`src/rtl/mem_port_arbiter.sv`:
```
`default_nettype none
// ============================================================================
// Module   : mem_port_arbiter
// Purpose  : Shares one memory port between fetch (I) and data (D) requesters;
//            D has fixed priority, with a starvation limiter so fetch still
//            makes progress. Define MEM_ARB_ROUND_ROBIN_EN for round-robin.
// Revision : 1.0  initial release
// ============================================================================
module mem_port_arbiter #(
  parameter int STARVE_LIMIT = 4,
  parameter int CNT_W        = 4
) (
  input  logic        clk,
  input  logic        reset,
  // fetch requester
  input  logic        i_valid,
  input  logic [63:0] i_addr,
  output logic        i_addr_ok,
  output logic        i_data_ok,
  output logic [31:0] i_data,
  // data requester
  input  logic        d_valid,
  input  logic [63:0] d_addr,
  input  logic [2:0]  d_size,
  input  logic [7:0]  d_strobe,
  input  logic [63:0] d_wdata,
  output logic        d_addr_ok,
  output logic        d_data_ok,
  output logic [63:0] d_rdata,
  // downstream memory port
  output logic        m_valid,
  output logic [63:0] m_addr,
  output logic [2:0]  m_size,
  output logic [7:0]  m_strobe,
  output logic [63:0] m_wdata,
  input  logic        m_addr_ok,
  input  logic        m_data_ok,
  input  logic [63:0] m_rdata,
  // debug
  output logic        busy_d
);

  typedef enum logic [1:0] {
    IDLE   = 2'd0,
    BUSY_I = 2'd1,
    BUSY_D = 2'd2
  } state_t;

  state_t state_q, state_d;
  logic   grant_d, grant_i;

`ifdef MEM_ARB_ROUND_ROBIN_EN
  logic last_d_q, last_d_d;  // 1 when the most recent grant went to D

  always_ff @(posedge clk or posedge reset) begin
    if (reset) begin
      state_q  <= IDLE;
      last_d_q <= 1'b0;
    end else begin
      state_q  <= state_d;
      last_d_q <= last_d_d;
    end
  end

  always_comb begin
    grant_d = 1'b0;
    grant_i = 1'b0;
    if (d_valid && i_valid) begin
      grant_d = ~last_d_q;
      grant_i = last_d_q;
    end else begin
      grant_d = d_valid;
      grant_i = i_valid;
    end
  end

  always_comb begin
    last_d_d = last_d_q;
    if (state_q == IDLE && (grant_d || grant_i)) last_d_d = grant_d;
  end
`else
  logic [CNT_W-1:0] cnt_q, cnt_d;

  always_ff @(posedge clk or posedge reset) begin
    if (reset) begin
      state_q <= IDLE;
      cnt_q   <= '0;
    end else begin
      state_q <= state_d;
      cnt_q   <= cnt_d;
    end
  end

  always_comb begin
    grant_d = 1'b0;
    grant_i = 1'b0;
    if (d_valid && !(i_valid && (cnt_q >= CNT_W'(STARVE_LIMIT)))) grant_d = 1'b1;
    else grant_i = i_valid;
  end

  // Counts consecutive D grants that overtook a waiting fetch.
  always_comb begin
    cnt_d = cnt_q;
    if (state_q == IDLE) begin
      if (grant_d) begin
        if (!i_valid) cnt_d = '0;
        else if (cnt_q != {CNT_W{1'b1}}) cnt_d = cnt_q + CNT_W'(1);
      end else if (grant_i) begin
        cnt_d = '0;
      end
    end
  end
`endif

  always_comb begin
    state_d = state_q;
    unique case (state_q)
      IDLE: begin
        if (grant_d)      state_d = BUSY_D;
        else if (grant_i) state_d = BUSY_I;
      end
      BUSY_I, BUSY_D: begin
        if (m_data_ok) state_d = IDLE;
      end
      default: state_d = IDLE;
    endcase
  end

  // Only the owner is routed; everything else, including IDLE, reads as 0.
  always_comb begin
    m_valid   = 1'b0;
    m_addr    = '0;
    m_size    = '0;
    m_strobe  = '0;
    m_wdata   = '0;
    i_addr_ok = 1'b0;
    i_data_ok = 1'b0;
    i_data    = '0;
    d_addr_ok = 1'b0;
    d_data_ok = 1'b0;
    d_rdata   = '0;
    unique case (state_q)
      BUSY_I: begin
        m_valid   = i_valid;
        m_addr    = i_addr;
        m_size    = 3'd2;
        i_addr_ok = m_addr_ok;
        i_data_ok = m_data_ok;
        i_data    = i_addr[2] ? m_rdata[63:32] : m_rdata[31:0];
      end
      BUSY_D: begin
        m_valid   = d_valid;
        m_addr    = d_addr;
        m_size    = d_size;
        m_strobe  = d_strobe;
        m_wdata   = d_wdata;
        d_addr_ok = m_addr_ok;
        d_data_ok = m_data_ok;
        d_rdata   = m_rdata;
      end
      default: ;
    endcase
  end

  assign busy_d = (state_q == BUSY_D);

endmodule
`default_nettype wire
```
`config.mk`:
```
export PLATFORM = sky130hd
export DESIGN_NAME = mem_port_arbiter
export DESIGN_NICKNAME = d
export VERILOG_FILES = /design/src/rtl/mem_port_arbiter.sv
export SDC_FILE = /design/constraint.sdc
export NUM_CORES = 1
export LEC_CHECK = 0
export ABC_AREA = 1
export CELL_PAD_IN_SITES_DETAIL_PLACEMENT = 1
export CELL_PAD_IN_SITES_GLOBAL_PLACEMENT = 2
export CORE_AREA = 2 2 198 200
export DETAILED_ROUTE_END_ITERATION = 16
export DIE_AREA = 0 0 200 202
export PLACE_DENSITY = 0.95
export REMOVE_ABC_BUFFERS = 1
export SLEW_MARGIN = 10
export SYNTH_ARGS = -nofsm -noshare
export SYNTH_HDL_FRONTEND = slang
export SYNTH_SLANG_ARGS = --single-unit
```
`constraint.sdc`:
```
create_clock -name clk -period 4.2 [get_ports clk]
set_input_delay 1.05 -clock clk [delete_from_list [all_inputs] [get_ports clk]]
set_output_delay 1.05 -clock clk [all_outputs]
set_load 0.02 [all_outputs]
```
==> qor.txt <==
Outcome - finished clean
DIE HEIGHT - 202 microns
Critical path class - input port to output port
Syn avg cell area - 4.44 sq um
Share of cells above drive strength 1 - 2.68%
Detailed Route Iter0 Violations - 163
Total GRT Usage - 11.2%
Cell family with most CP delay - buffers and inverters
Clk buf depth - 2
Final Power - 4.15 mW
Die area - 40,400 sq um
RD Place Congestion - 0.828
Vias in the first global route - 6,146
Crit path max fanout - 18
Synth top area share - 35.8%
Period utilization - 89.8%
Power per cell area - 477 nW/um^2
WL/cell - 14.7 microns
Endpoints failing hold - 0
Achievable Freq - 265 MHz
Fillers - 4,817
Vias - 5,964
Min-Delay Path Class - register to register
CP Cell Sequence - clkdlybuf4s50_1 -> buf_4 -> o21ai_0 -> nor2_1 -> clkdlybuf4s50_1
Clk_skew - 5.03 ps
Critical Path Max Stage Delay - 630 ps
Final Instance Area - 8700 sq um
Cell mode on critical path - clkdlybuf4s50_1
I/O Pins - 514
Unrepaired setup endpoints after global routing - false
Clock slew at reported path FFs - 40 ps
Layout area overhead - 190%
Slew HR - 69.8%
DRC - 0
PostCTS Resize Cnt - 0
Clk Latency, worst-skew pair - 240 ps
CTS tree - yes
Fin. max-slew vios - 0
Dpl cell area - 8630 sq um
Area leader, netlist - nand2_1
CTS buffer count - 3
Ant. Diodes - 0
Yosys reg bits - 6
Reg area - 150 sq um
Clk sinks - 6
CP Data Required Time - 3150 ps
Post-CTS setup buffer count - 0
Vias per cell - 3.56
Cell count along the critical path - 5
Max VDD drop - 0.506 mV
Synth top area cells - nand2_1 (36%), inv_1 (18%), a21oi_1 (11%)
WHS Path Cells - 2
Initial core utilization - 7.84%
Worst setup EP type - output port
CP startpoint kind - input port
Number of port buffers - 513
Global-route wire length before repair - 35.1 mm
Post-synth cell types - 18
CORE AREA - 38,300 sq um
Worst Reg-to-Reg Cells - 8
Root buffer cell - clkbuf_16
Rows - 72
Synthesized area - 3000 sq um
Synthesized instance count - 676
H-tree lvl count - 1
Largest net degree at the start of global routing - 88
Nets - 1,437
Drt total wl - 24.7 mm
LEAKAGE - 4.07 nW
Die W - 200 microns
Cts hold-fix bufs - 0
Overflow after GRT - 0
Initial antenna violation count - 6
Worst-Margin Slew - 453 ps
WP buf/inv - 3
Crit path DAT - 2720 ps
Post-route ant nets - 0
Post-synthesis sequential area ratio - 5.00%
Minimum clock period - 3770 ps
Final setup viols - 0
Critical path's slowest cell - clkdlybuf4s50_1
Max_cap viols - 0
Iteration count of the initial detailed-routing pass - 4
Yosys warns - 0
Final HPWL DP - 21.2 mm
Multi-input gate area - 1960 sq um
==> path summary, 6_finish.rpt <==
kind | startpoint | end | slack (ps)
setup / recovery | i_addr[2] | i_data[8] | 430
hold / removal | cnt_q[1]$_DFFE_PP0P_ | cnt_q[1]$_DFFE_PP0P_ | 490
setup reg to reg | state_q[0]$_DFFE_PP0P_ | state_q[1]$_DFFE_PP0P_ | 2500
hold reg to reg | cnt_q[1]$_DFFE_PP0P_ | cnt_q[1]$_DFFE_PP0P_ | 490
max in group asynchronous | reset | cnt_q[0]$_DFFE_PP0P_ | 2950
min in group asynchronous | reset | cnt_q[1]$_DFFE_PP0P_ | 1040
==> logic make-up (layout without fill, tap and decap cells) <==
group	count (synthesis)	in the layout	synth area share [%]
fa+ha+maj	4	4	1.67
flops	6	6	5.00
buf+inv	201	683	30.5
compound gates	103	103	17.3
simple gates	362	362	45.5
==> cells in the final DEF, fill, tap and decap left out <==
cell | Yosys | final
o21ai_2 | 1 | 1
nand2_1 | 286 | 286
clkdlybuf4s50_1 | 0 | 512
buf_4 | 10 | 9
clkbuf_16 | 0 | 3
o21ai_1 | 3 | 3
ha_1 | 4 | 2
nor2_1 | 72 | 72
ha_4 | 0 | 2
inv_2 | 10 | 11
a21oi_1 | 66 | 66
nand3_1 | 2 | 2
buf_12 | 0 | 5
o21ai_0 | 33 | 33
dfrtp_1 | 6 | 6
inv_1 | 144 | 143
nand4_1 | 2 | 2
==> area by class of cell <==
type	count	area share, %
multi-input combinational	469	22.5
sequential	6	1.72
timing repair buffer	526	60.8
tap	518	7.45
inverter	154	6.64
clock buffer	3	0.862
==> state kept, by name, summed over array words and instances (netlist names) <==
name and count:
state_q 2, cnt_q 4
==> metal layers <==
metal	global-route usage, %	part of all wire (%)	vias up
li1	-	-	2908
met1	12.1	37	2712
met2	21.4	50	307
met3	3.25	11	27
met4	2.17	1.6	10
met5	0	0.28	-
==> Yosys cell counts <==
| cell | instances |
|---|---|
| buf_6 | 11 |
| nand3_1 | 2 |
| clkbuf_2 | 3 |
| buf_2 | 20 |
| nand4_1 | 2 |
| buf_8 | 1 |
| buf_1 | 2 |
| o21ai_1 | 3 |
| a21oi_1 | 66 |
| ha_1 | 4 |
| inv_2 | 10 |
| inv_1 | 144 |
| o21ai_0 | 33 |
| o21ai_2 | 1 |
| nand2_1 | 286 |
| dfrtp_1 | 6 |
| nor2_1 | 72 |
| buf_4 | 10 |
==> stage by stage <==
| step | util, % | worst slack, ps | instances | setup TNS (ps) | hold slack (ps) |
|---|---|---|---|---|---|
| floorplan | - | -1560 | 629 | -279040 | 457 |
| detailed placement | 22.5 | 439 | 1673 | 0 | 481 |
| global placement | 22.5 | 452 | 1673 | 0 | 475 |
| global route | 22.7 | 325 | 1676 | 0 | 543 |
| finish | 22.7 | 429 | 1676 | 0 | 489 |
| CTS | 22.7 | 430 | 1676 | 0 | 491 |
==> tightest hold or removal path, delay by kind of cell (launching register included) <==
family	cells	cell delay [ps]
DFF	1	340
AOI/OAI and AO/OA	1	60
and+or+nand+nor	1	50
==> power by group <==
part	internal, mW	switching [mW]	total, mW
clock	0.123	0.0373	0.160
combinational	1.67	2.24	3.90
sequential	0.0754	0.0179	0.0932
Note: power is estimated with default switching activity, not from simulation.
